## config.mk

```make
export PLATFORM = sky130hd
export DESIGN_NAME = pc_sequencer_flat
export DESIGN_NICKNAME = d
export VERILOG_FILES = /design/src/rtl/pc_sequencer_if.sv /design/src/rtl/pc_sequencer.sv /design/src/flat_wrapper.sv
export SDC_FILE = /design/constraint.sdc
export NUM_CORES = 1
export LEC_CHECK = 0
export CAP_MARGIN = 5
export CORE_ASPECT_RATIO = 1.2
export CORE_MARGIN = 4
export CORE_UTILIZATION = 30
export DETAILED_ROUTE_END_ITERATION = 12
export MAX_ROUTING_LAYER = met4
export PLACE_DENSITY = 0.57
export SYNTH_ARGS = -nofsm -noshare
export SYNTH_HDL_FRONTEND = slang
export SYNTH_SLANG_ARGS = --single-unit
```

## constraint.sdc

```tcl
create_clock -name clk -period 3 [get_ports clk]
set_clock_uncertainty 0.2 [all_clocks]
set_input_delay 0.6 -clock clk [delete_from_list [all_inputs] [get_ports clk]]
set_output_delay 0.6 -clock clk [all_outputs]
set_load 0.03 [all_outputs]
```

## src/rtl/pc_sequencer_if.sv

```systemverilog
// Bundle of phase strobes, decoded-instruction inputs and branch/stack results
// exchanged between the instruction decoder/program counter and pc_sequencer.
interface pc_sequencer_if #(
    parameter int N = 9
);
    logic         q3;
    logic         q4;
    logic [N-1:0] pc;
    logic         dec_goto;
    logic         dec_call;
    logic         dec_retlw;
    logic         dec_pcl_wr;
    logic         dec_skip;
    logic [8:0]   lit;
    logic [7:0]   pcl_data;
    logic [N-1:0] goto_addr;
    logic         goto_enable;
    logic         skip;
    logic         suppress;
    logic [1:0]   stack_depth;
    logic         stack_err;

    modport master (
        output q3, q4, pc, dec_goto, dec_call, dec_retlw, dec_pcl_wr, dec_skip, lit, pcl_data,
        input  goto_addr, goto_enable, skip, suppress, stack_depth, stack_err
    );

    modport slave (
        input  q3, q4, pc, dec_goto, dec_call, dec_retlw, dec_pcl_wr, dec_skip, lit, pcl_data,
        output goto_addr, goto_enable, skip, suppress, stack_depth, stack_err
    );
endinterface

```

## src/rtl/pc_sequencer.sv

```systemverilog
// Branch/skip sequencer for a PIC-style core: resolves GOTO/CALL/RETLW/PCL writes
// and skips at Q3, drives the PC load at Q4, and keeps a two-entry return stack.
module pc_sequencer #(
    parameter int L2_PIC_INSTR_MEM_DEPTH = 9
) (
    input logic           clk,
    input logic           rst,
    pc_sequencer_if.slave bus
);
    localparam int N = L2_PIC_INSTR_MEM_DEPTH;

    typedef enum logic [2:0] {
        ACT_NONE,
        ACT_GOTO,
        ACT_CALL,
        ACT_RETLW,
        ACT_PCL,
        ACT_SKIP
    } action_e;

    action_e      action;
    logic         branch;
    logic [N-1:0] target;

    logic [N-1:0] goto_addr_q;
    logic         goto_enable_q;
    logic         skip_q;
    logic         suppress_q;
    logic [1:0]   depth_q;
    logic         err_q;
    logic [N-1:0] tos_q;
    logic [N-1:0] s1_q;

    // NOTE: every variable gets a default before the if/case chain, otherwise
    // any path that skips an assignment infers a latch.
    always_comb begin
        action = ACT_NONE;
        target = '0;
        if (bus.dec_goto) begin
            action = ACT_GOTO;
            target = N'(bus.lit);
        end else if (bus.dec_call) begin
            action = ACT_CALL;
            target = N'(bus.lit[7:0]);
        end else if (bus.dec_retlw) begin
            action = ACT_RETLW;
            target = tos_q;
        end else if (bus.dec_pcl_wr) begin
            action = ACT_PCL;
            target = N'(bus.pcl_data);
        end else if (bus.dec_skip) begin
            action = ACT_SKIP;
        end
        branch = (action != ACT_NONE) && (action != ACT_SKIP);
    end

    // NOTE: state is updated with non-blocking assignments so every register
    // samples the pre-edge values, independent of statement order.
    always_ff @(posedge clk) begin
        if (rst) begin
            goto_addr_q   <= '0;
            goto_enable_q <= 1'b0;
            skip_q        <= 1'b0;
            suppress_q    <= 1'b0;
            depth_q       <= 2'd0;
            err_q         <= 1'b0;
            // NOTE: the stack registers are reset because a pop from an empty
            // stack exposes the stale TOS value, which must be deterministic.
            tos_q         <= '0;
            s1_q          <= '0;
        end else begin
            // A taken branch at Q4 arms suppress for exactly one instruction.
            if (bus.q4) begin
                goto_addr_q   <= '0;
                goto_enable_q <= 1'b0;
                skip_q        <= 1'b0;
                suppress_q    <= goto_enable_q;
            end
            if (bus.q3 && !suppress_q) begin
                goto_enable_q <= branch;
                skip_q        <= (action == ACT_SKIP);
                goto_addr_q   <= branch ? target : '0;
                if (action == ACT_CALL) begin
                    s1_q  <= tos_q;
                    tos_q <= bus.pc + N'(1);
                    if (depth_q == 2'd2) err_q <= 1'b1;
                    else                 depth_q <= depth_q + 2'd1;
                end
                if (action == ACT_RETLW) begin
                    tos_q <= s1_q;
                    if (depth_q == 2'd0) err_q <= 1'b1;
                    else                 depth_q <= depth_q - 2'd1;
                end
            end
        end
    end

    assign bus.goto_addr   = goto_addr_q;
    assign bus.goto_enable = goto_enable_q;
    assign bus.skip        = skip_q;
    assign bus.suppress    = suppress_q;
    assign bus.stack_depth = depth_q;
    assign bus.stack_err   = err_q;
endmodule

```

## src/flat_wrapper.sv

```systemverilog
// flat-port wrapper written by rule: the top's interface ports become plain ports
module pc_sequencer_flat 
#(
    parameter int L2_PIC_INSTR_MEM_DEPTH = 9
)
  (clk, rst, bus_q3, bus_q4, bus_pc, bus_dec_goto, bus_dec_call, bus_dec_retlw, bus_dec_pcl_wr, bus_dec_skip, bus_lit, bus_pcl_data, bus_goto_addr, bus_goto_enable, bus_skip, bus_suppress, bus_stack_depth, bus_stack_err);
  pc_sequencer_if #(.N(9)) bus_i ();
  input logic clk;
  input logic rst;
  input wire logic [$bits(bus_i.q3)-1:0] bus_q3;
  input wire logic [$bits(bus_i.q4)-1:0] bus_q4;
  input wire logic [$bits(bus_i.pc)-1:0] bus_pc;
  input wire logic [$bits(bus_i.dec_goto)-1:0] bus_dec_goto;
  input wire logic [$bits(bus_i.dec_call)-1:0] bus_dec_call;
  input wire logic [$bits(bus_i.dec_retlw)-1:0] bus_dec_retlw;
  input wire logic [$bits(bus_i.dec_pcl_wr)-1:0] bus_dec_pcl_wr;
  input wire logic [$bits(bus_i.dec_skip)-1:0] bus_dec_skip;
  input wire logic [$bits(bus_i.lit)-1:0] bus_lit;
  input wire logic [$bits(bus_i.pcl_data)-1:0] bus_pcl_data;
  output wire logic [$bits(bus_i.goto_addr)-1:0] bus_goto_addr;
  output wire logic [$bits(bus_i.goto_enable)-1:0] bus_goto_enable;
  output wire logic [$bits(bus_i.skip)-1:0] bus_skip;
  output wire logic [$bits(bus_i.suppress)-1:0] bus_suppress;
  output wire logic [$bits(bus_i.stack_depth)-1:0] bus_stack_depth;
  output wire logic [$bits(bus_i.stack_err)-1:0] bus_stack_err;
  assign bus_i.q3 = bus_q3;
  assign bus_i.q4 = bus_q4;
  assign bus_i.pc = bus_pc;
  assign bus_i.dec_goto = bus_dec_goto;
  assign bus_i.dec_call = bus_dec_call;
  assign bus_i.dec_retlw = bus_dec_retlw;
  assign bus_i.dec_pcl_wr = bus_dec_pcl_wr;
  assign bus_i.dec_skip = bus_dec_skip;
  assign bus_i.lit = bus_lit;
  assign bus_i.pcl_data = bus_pcl_data;
  assign bus_goto_addr = bus_i.goto_addr;
  assign bus_goto_enable = bus_i.goto_enable;
  assign bus_skip = bus_i.skip;
  assign bus_suppress = bus_i.suppress;
  assign bus_stack_depth = bus_i.stack_depth;
  assign bus_stack_err = bus_i.stack_err;
  pc_sequencer #(.L2_PIC_INSTR_MEM_DEPTH(L2_PIC_INSTR_MEM_DEPTH)) u_core (.clk(clk), .rst(rst), .bus(bus_i));
endmodule
```

=== Word level (Yosys, flattened, before mapping) ===
Index checks and enable logic that the tools add are counted.

* Input port bits: 35
* Bits in registers: 33
* Word-level logic and storage cells: 50
* Output and inout bits: 15

* Reductions and logical operators: 9
* Add/sub/neg operators: 3
* Equal/unequal tests: 5
* Muxes and demuxes: 25

{| class="wikitable"
|+ Operators by type and width
! cell !! count
|-
| 2-to-1 mux 9 bit || 8
|-
| 2-to-1 mux 3 bit || 5
|-
| adder 9 x 1 -> 9 bit, second input constant || 1
|-
| 2-to-1 mux 2 bit || 4
|-
| 2-to-1 mux 8 bit || 1
|-
| 2-to-1 mux 1 bit || 7
|-
| equality test 3 x 2 -> 1 bit, second input constant || 2
|-
| AND reduction 2 bit || 2
|-
| nonzero test 2 bit || 2
|-
| equality test 3 bit, second input constant || 1
|-
| != test 3 bit, second input constant || 1
|-
| nonzero test 3 bit || 1
|-
| adder 2 x 1 -> 2 bit, second input constant || 1
|-
| equality test 2 bit, second input constant || 1
|-
| logical AND 1 bit || 2
|-
| logical NOT 2 bit || 1
|-
| subtractor 2 x 1 -> 2 bit, second input constant || 1
|-
| logical NOT 1 bit || 1
|}

=== Depth between registers and ports, before layout ===
* Depth in word-level cells: 9
* Mapped depth: 6
* Mapped depth without buffers: 6

=== Worst setup path before layout ===
No wires, ideal clock.

* Kind: input port to flip-flop
* Start point: in bus_dec_retlw
* End point: reg u_core.tos_q[6]
* Stages: 5
* Data required time: 2.704 ns
* Path slack: 1.087 ns
* Arrival: 1.617 ns
* Path buffers: 2
* Library setup time: 0.096 ns
* Cell sequence: buf_4 > or3b_1 > buf_6 > and4_4 > o41ai_2

* Longest elaborated chain between the ends: 6
* Elaborated cells between the ends (all ways): 8
* Those cells by class: eq/ne: 2; mux: 4; reduce/logical: 2

{| class="wikitable"
|+ Ends and longest elaborated chain
! element !! RTL line !! RTL
|-
| from (decl) || flat_wrapper.sv:15 || <nowiki>input wire logic [$bits(bus_i.dec_retlw)-1:0] bus_dec_retlw;</nowiki>
|-
| 2-to-1 mux 3 bit * || pc_sequencer.sv:45 || <nowiki>end else if (bus.dec_retlw) begin</nowiki>
|-
| 2-to-1 mux 3 bit * || pc_sequencer.sv:42 || <nowiki>end else if (bus.dec_call) begin</nowiki>
|-
| 2-to-1 mux 3 bit * || pc_sequencer.sv:39 || <nowiki>if (bus.dec_goto) begin</nowiki>
|-
| equality test 3 x 2 -> 1 bit, on equally long branches || pc_sequencer.sv:89, pc_sequencer.sv:83 ||
|-
| nonzero test 2 bit (no source line) || n/a ||
|-
| AND reduction 2 bit (no source line) || n/a ||
|-
| to (signal assigned) || pc_sequencer.sv:85 || <nowiki>tos_q <= bus.pc + N'(1);</nowiki>
|-
| to (signal assigned) || pc_sequencer.sv:90 || <nowiki>tos_q <= s1_q;</nowiki>
|-
| to (decl) || pc_sequencer.sv:31 || <nowiki>logic [N-1:0] tos_q;</nowiki>
|}

Mark *: on every way between the ends. The rest lies on a longest branch, timed or not.
A chain may end at the register's enable or synchronous reset.

=== Worst setup path in the final report ===
* Start point: in bus_dec_call
* End point: reg u_core.tos_q[6]

* Longest elaborated chain between the ends: 5
* Elaborated cells between the ends (all ways): 7
* Those cells by class: eq/ne: 2; mux: 3; reduce/logical: 2

{| class="wikitable"
|+ Ends and longest elaborated chain
! element !! RTL line !! RTL
|-
| from (decl) || flat_wrapper.sv:14 || <nowiki>input wire logic [$bits(bus_i.dec_call)-1:0] bus_dec_call;</nowiki>
|-
| 2-to-1 mux 3 bit * || pc_sequencer.sv:42 ||
|-
| 2-to-1 mux 3 bit * || pc_sequencer.sv:39 ||
|-
| equality test 3 x 2 -> 1 bit, on equally long branches || pc_sequencer.sv:89, pc_sequencer.sv:83 ||
|-
| nonzero test 2 bit (no source line) || n/a ||
|-
| AND reduction 2 bit (no source line) || n/a ||
|}

Marked as above.

==> impl_metrics.env <==
export IMPL_outcome="completed"
export IMPL_synthFlopType="dfxtp_1"
export IMPL_power_density_mw_per_mm2=433
export IMPL_hpwl_um=3440
export IMPL_cp_start_kind="primary input"
export IMPL_route_detailed_drc=0
export IMPL_path_class="primary input to flip-flop"
export IMPL_max_stage_delay_ps=590
export IMPL_yosysMostFrequentCell="dfxtp_1"
export IMPL_ioPinCount=50
export IMPL_ctsHoldBuffers=0
export IMPL_synthXorXnorAreaFrac_pct=3.17
export IMPL_synth_edff_count=0
export IMPL_synth_top_area_share_pct=39.8
export IMPL_avgViaCountPerCell=5.12
export IMPL_die_h_um=89.4
export IMPL_synth_top_area_cell="dfxtp_1"
export IMPL_antennaDiodeCount=0
export IMPL_period_share_pct=76.9
export IMPL_stdcell_count=316
export IMPL_synth_cells=202
export IMPL_routed_wl_um=4610
export IMPL_seq_area_frac_synth_pct=39.8
export IMPL_synth_compound_area_share_pct=24.4
export IMPL_worstMarginPinSlew_ps=953
export IMPL_coreArea_mm2=0.00533
export IMPL_grt_pass1_wl_um=7360
export IMPL_yosys_warnings=0
export IMPL_die_area_mm2=0.00678
export IMPL_slew_headroom_pct=36.0
export IMPL_drtPass1Iterations=4
export IMPL_fin_util_pct=43.1
export IMPL_cp_end_kind="flip-flop"
export IMPL_fin_ws_ps=693
export IMPL_crit_chain="clkdlybuf4s50_1, or3b_1, and4_4, o41ai_2"
export IMPL_cellLeakagePower_uw=0.000864
export IMPL_die_w_um=75.9
export IMPL_ys_ff_latch=33
export IMPL_drtIter0Drc=72
export IMPL_hold_path_class="flip-flop to flip-flop"
export IMPL_dp_cells=308
export IMPL_synth_fp_nets=241
export IMPL_clockBufferDepth=2
export IMPL_cts_root_buf="clkbuf_8"
export IMPL_maxClockFrequency_ghz=0.434
export IMPL_vdd_drop_max_mv=0.179
export IMPL_timing_final_crit_period_ps=2310
export IMPL_clkTransAtPathRegs_ps=70
export IMPL_max_cap_viol_count=0
export IMPL_grt_max_degree=24
export IMPL_fin_nets=292
export IMPL_synthMuxAreaShare_pct=1.21
export IMPL_critical_path_arrival_ps=2300
export IMPL_post_cts_setup_buffers=0
export IMPL_async_reset_ff_share_pct=0
export IMPL_tritoncts="built"
export IMPL_final_antenna_net_count=0
export IMPL_place_ws_ps=410
export IMPL_start_util_pct=31.1
export IMPL_drt_wirelength_per_cell_um=14.6
export IMPL_clk_latency_ps=290
export IMPL_worstPathRequired_ps=2990
export IMPL_setup_tns_ps=0
export IMPL_final_layout_size_suffix_gt1_share_pct=7.48
export IMPL_synth_top_family_by_area="compound AO/OA/AOI/OAI gates"
export IMPL_post_cts_resized=0
export IMPL_port_buffers=49
export IMPL_fill_cells=540
export IMPL_hold_viol=0
export IMPL_mappedNetlistArea_mm2=0.00166
export IMPL_setup_viol=0
export IMPL_synthSimpleGateAreaFrac_pct=24.0
export IMPL_synthAdderAreaFrac_pct=3.02
export IMPL_num_rows=29
export IMPL_h_tree_depth=2
export IMPL_grt_pass1_vias=1575
export IMPL_synth_distinct_cells=40
export IMPL_place_congestion=0.797
export IMPL_cts_sinks=33
export IMPL_syn2layout_area_growth_pct=38.7
export IMPL_grt_overflow_total=0
export IMPL_synth_commonest_cells="33 x dfxtp_1, 31 x nand2_1, 22 x a21oi_1, 22 x nor2_1, 9 x a22oi_1"
export IMPL_rrSetupSlack_ps=1240
export IMPL_slew_violations=0
export IMPL_syn_area_per_cell_um2=8.21
export IMPL_rsz0062_at_grt="false"
export IMPL_crit_path_top_delay_cell="clkdlybuf4s50_1"
export IMPL_grtUsageTotal_pct=14.9
export IMPL_numCtsBuffers=5
export IMPL_vias=1619
export IMPL_path_max_fanout=12
export IMPL_antenna_found_initial=0
export IMPL_netlist_top_cells_area="dfxtp_1 40%, nand2_1 7.0%, a21oi_1 6.6%"
-- flip-flops by register name, summed over array words and instances (netlist names), named ones only --
signal	cells
u_core.bus.suppress	1
u_core.s1_q	9
u_core.bus.goto_enable	1
u_core.bus.goto_addr	9
u_core.tos_q	9
u_core.bus.stack_err	1
u_core.bus.skip	1
u_core.bus.stack_depth	1
-- final timing paths --
check               endpoint  depth (start not counted)           startpoint
max          u_core.tos_q[6]                          4         bus_dec_call
min           u_core.s1_q[6]                          2       u_core.s1_q[6]
max reg2reg  u_core.tos_q[6]                          4  u_core.bus.suppress
min reg2reg   u_core.s1_q[6]                          2       u_core.s1_q[6]
-- per-stage QoR --
step	hold WS [ps]	total power [uW]	area, um^2
after floorplan	232	578	1660
after global placement	242	676	2210
after detailed placement	247	675	2210
after CTS	256	1010	2300
after global routing	279	1040	2300
final	255	996	2300
-- report_power, final --
part,total (uW),internal (uW),switching [uW]
clock network,332,160,172
registers,469,456,13.1
logic,195,96.7,98.7
total,996,713,284
-- cells by family after synthesis --
| kind of cell | Yosys count |
|---|---|
| and+or+nand+nor | 82 |
| AOI/OAI and AO/OA | 60 |
| DFF | 33 |
| buffers and inverters | 15 |
| xor gates and xnor gates | 6 |
| adders and majority gates | 4 |
| muxes | 2 |
-- cells in the final DEF (no fill, tap or decap), drive strengths merged --
cell,Yosys,final
a22o,8,8
nor3,3,3
clkinvlp,0,1
nor2b,2,2
a2bb2oi,1,1
nor4,1,1
clkdlybuf4s50,0,49
nor3b,2,2
nand2,31,31
o21a,1,1
clkbuf,5,5
and4,4,4
a22oi,9,9
a32oi,1,1
a311oi,1,1
inv,4,4
xor2,2,2
and2,1,1
nor2,22,22
a31oi,2,2
o21ai,6,6
mux2i,2,2
buf,6,6
nand3,8,8
or3b,1,1
o41ai,1,1
a211oi,1,1
a211o,3,3
clkinv,0,2
nand4,1,1
xnor2,4,4
and3,3,3
or4,1,1
o211ai,4,4
ha,4,4
a21oi,22,22
dfxtp,33,33
nand2b,2,2
-- cell type report --
class / instances / area, um^2 / share of cell area [%]
Inverter: 4 / 15.0 / 0.653
Clock inverter: 3 / 17.5 / 0.762
Clock buffer: 5 / 68.8 / 2.99
Sequential cell: 33 / 661 / 28.7
Tap cell: 62 / 77.6 / 3.37
Timing Repair Buffer: 55 / 536 / 23.3
Multi-Input combinational cell: 154 / 925 / 40.2
-- worst max-delay path: cells and delay by family --
kind            cells  cell delay, ps
compound gates      1             260
buf+inv             1             590
simple gates        2             840
-- routing by layer --
layer	part of all wire (%)	global-route usage, %	vias to the layer above
li1	-	-	832
met1	45	17.4	736
met2	47	24.2	43
met3	6.2	3.60	8
met4	1.8	5.72	0
met5	0	-	-
No activity file was read; power rests on OpenSTA's default activity.
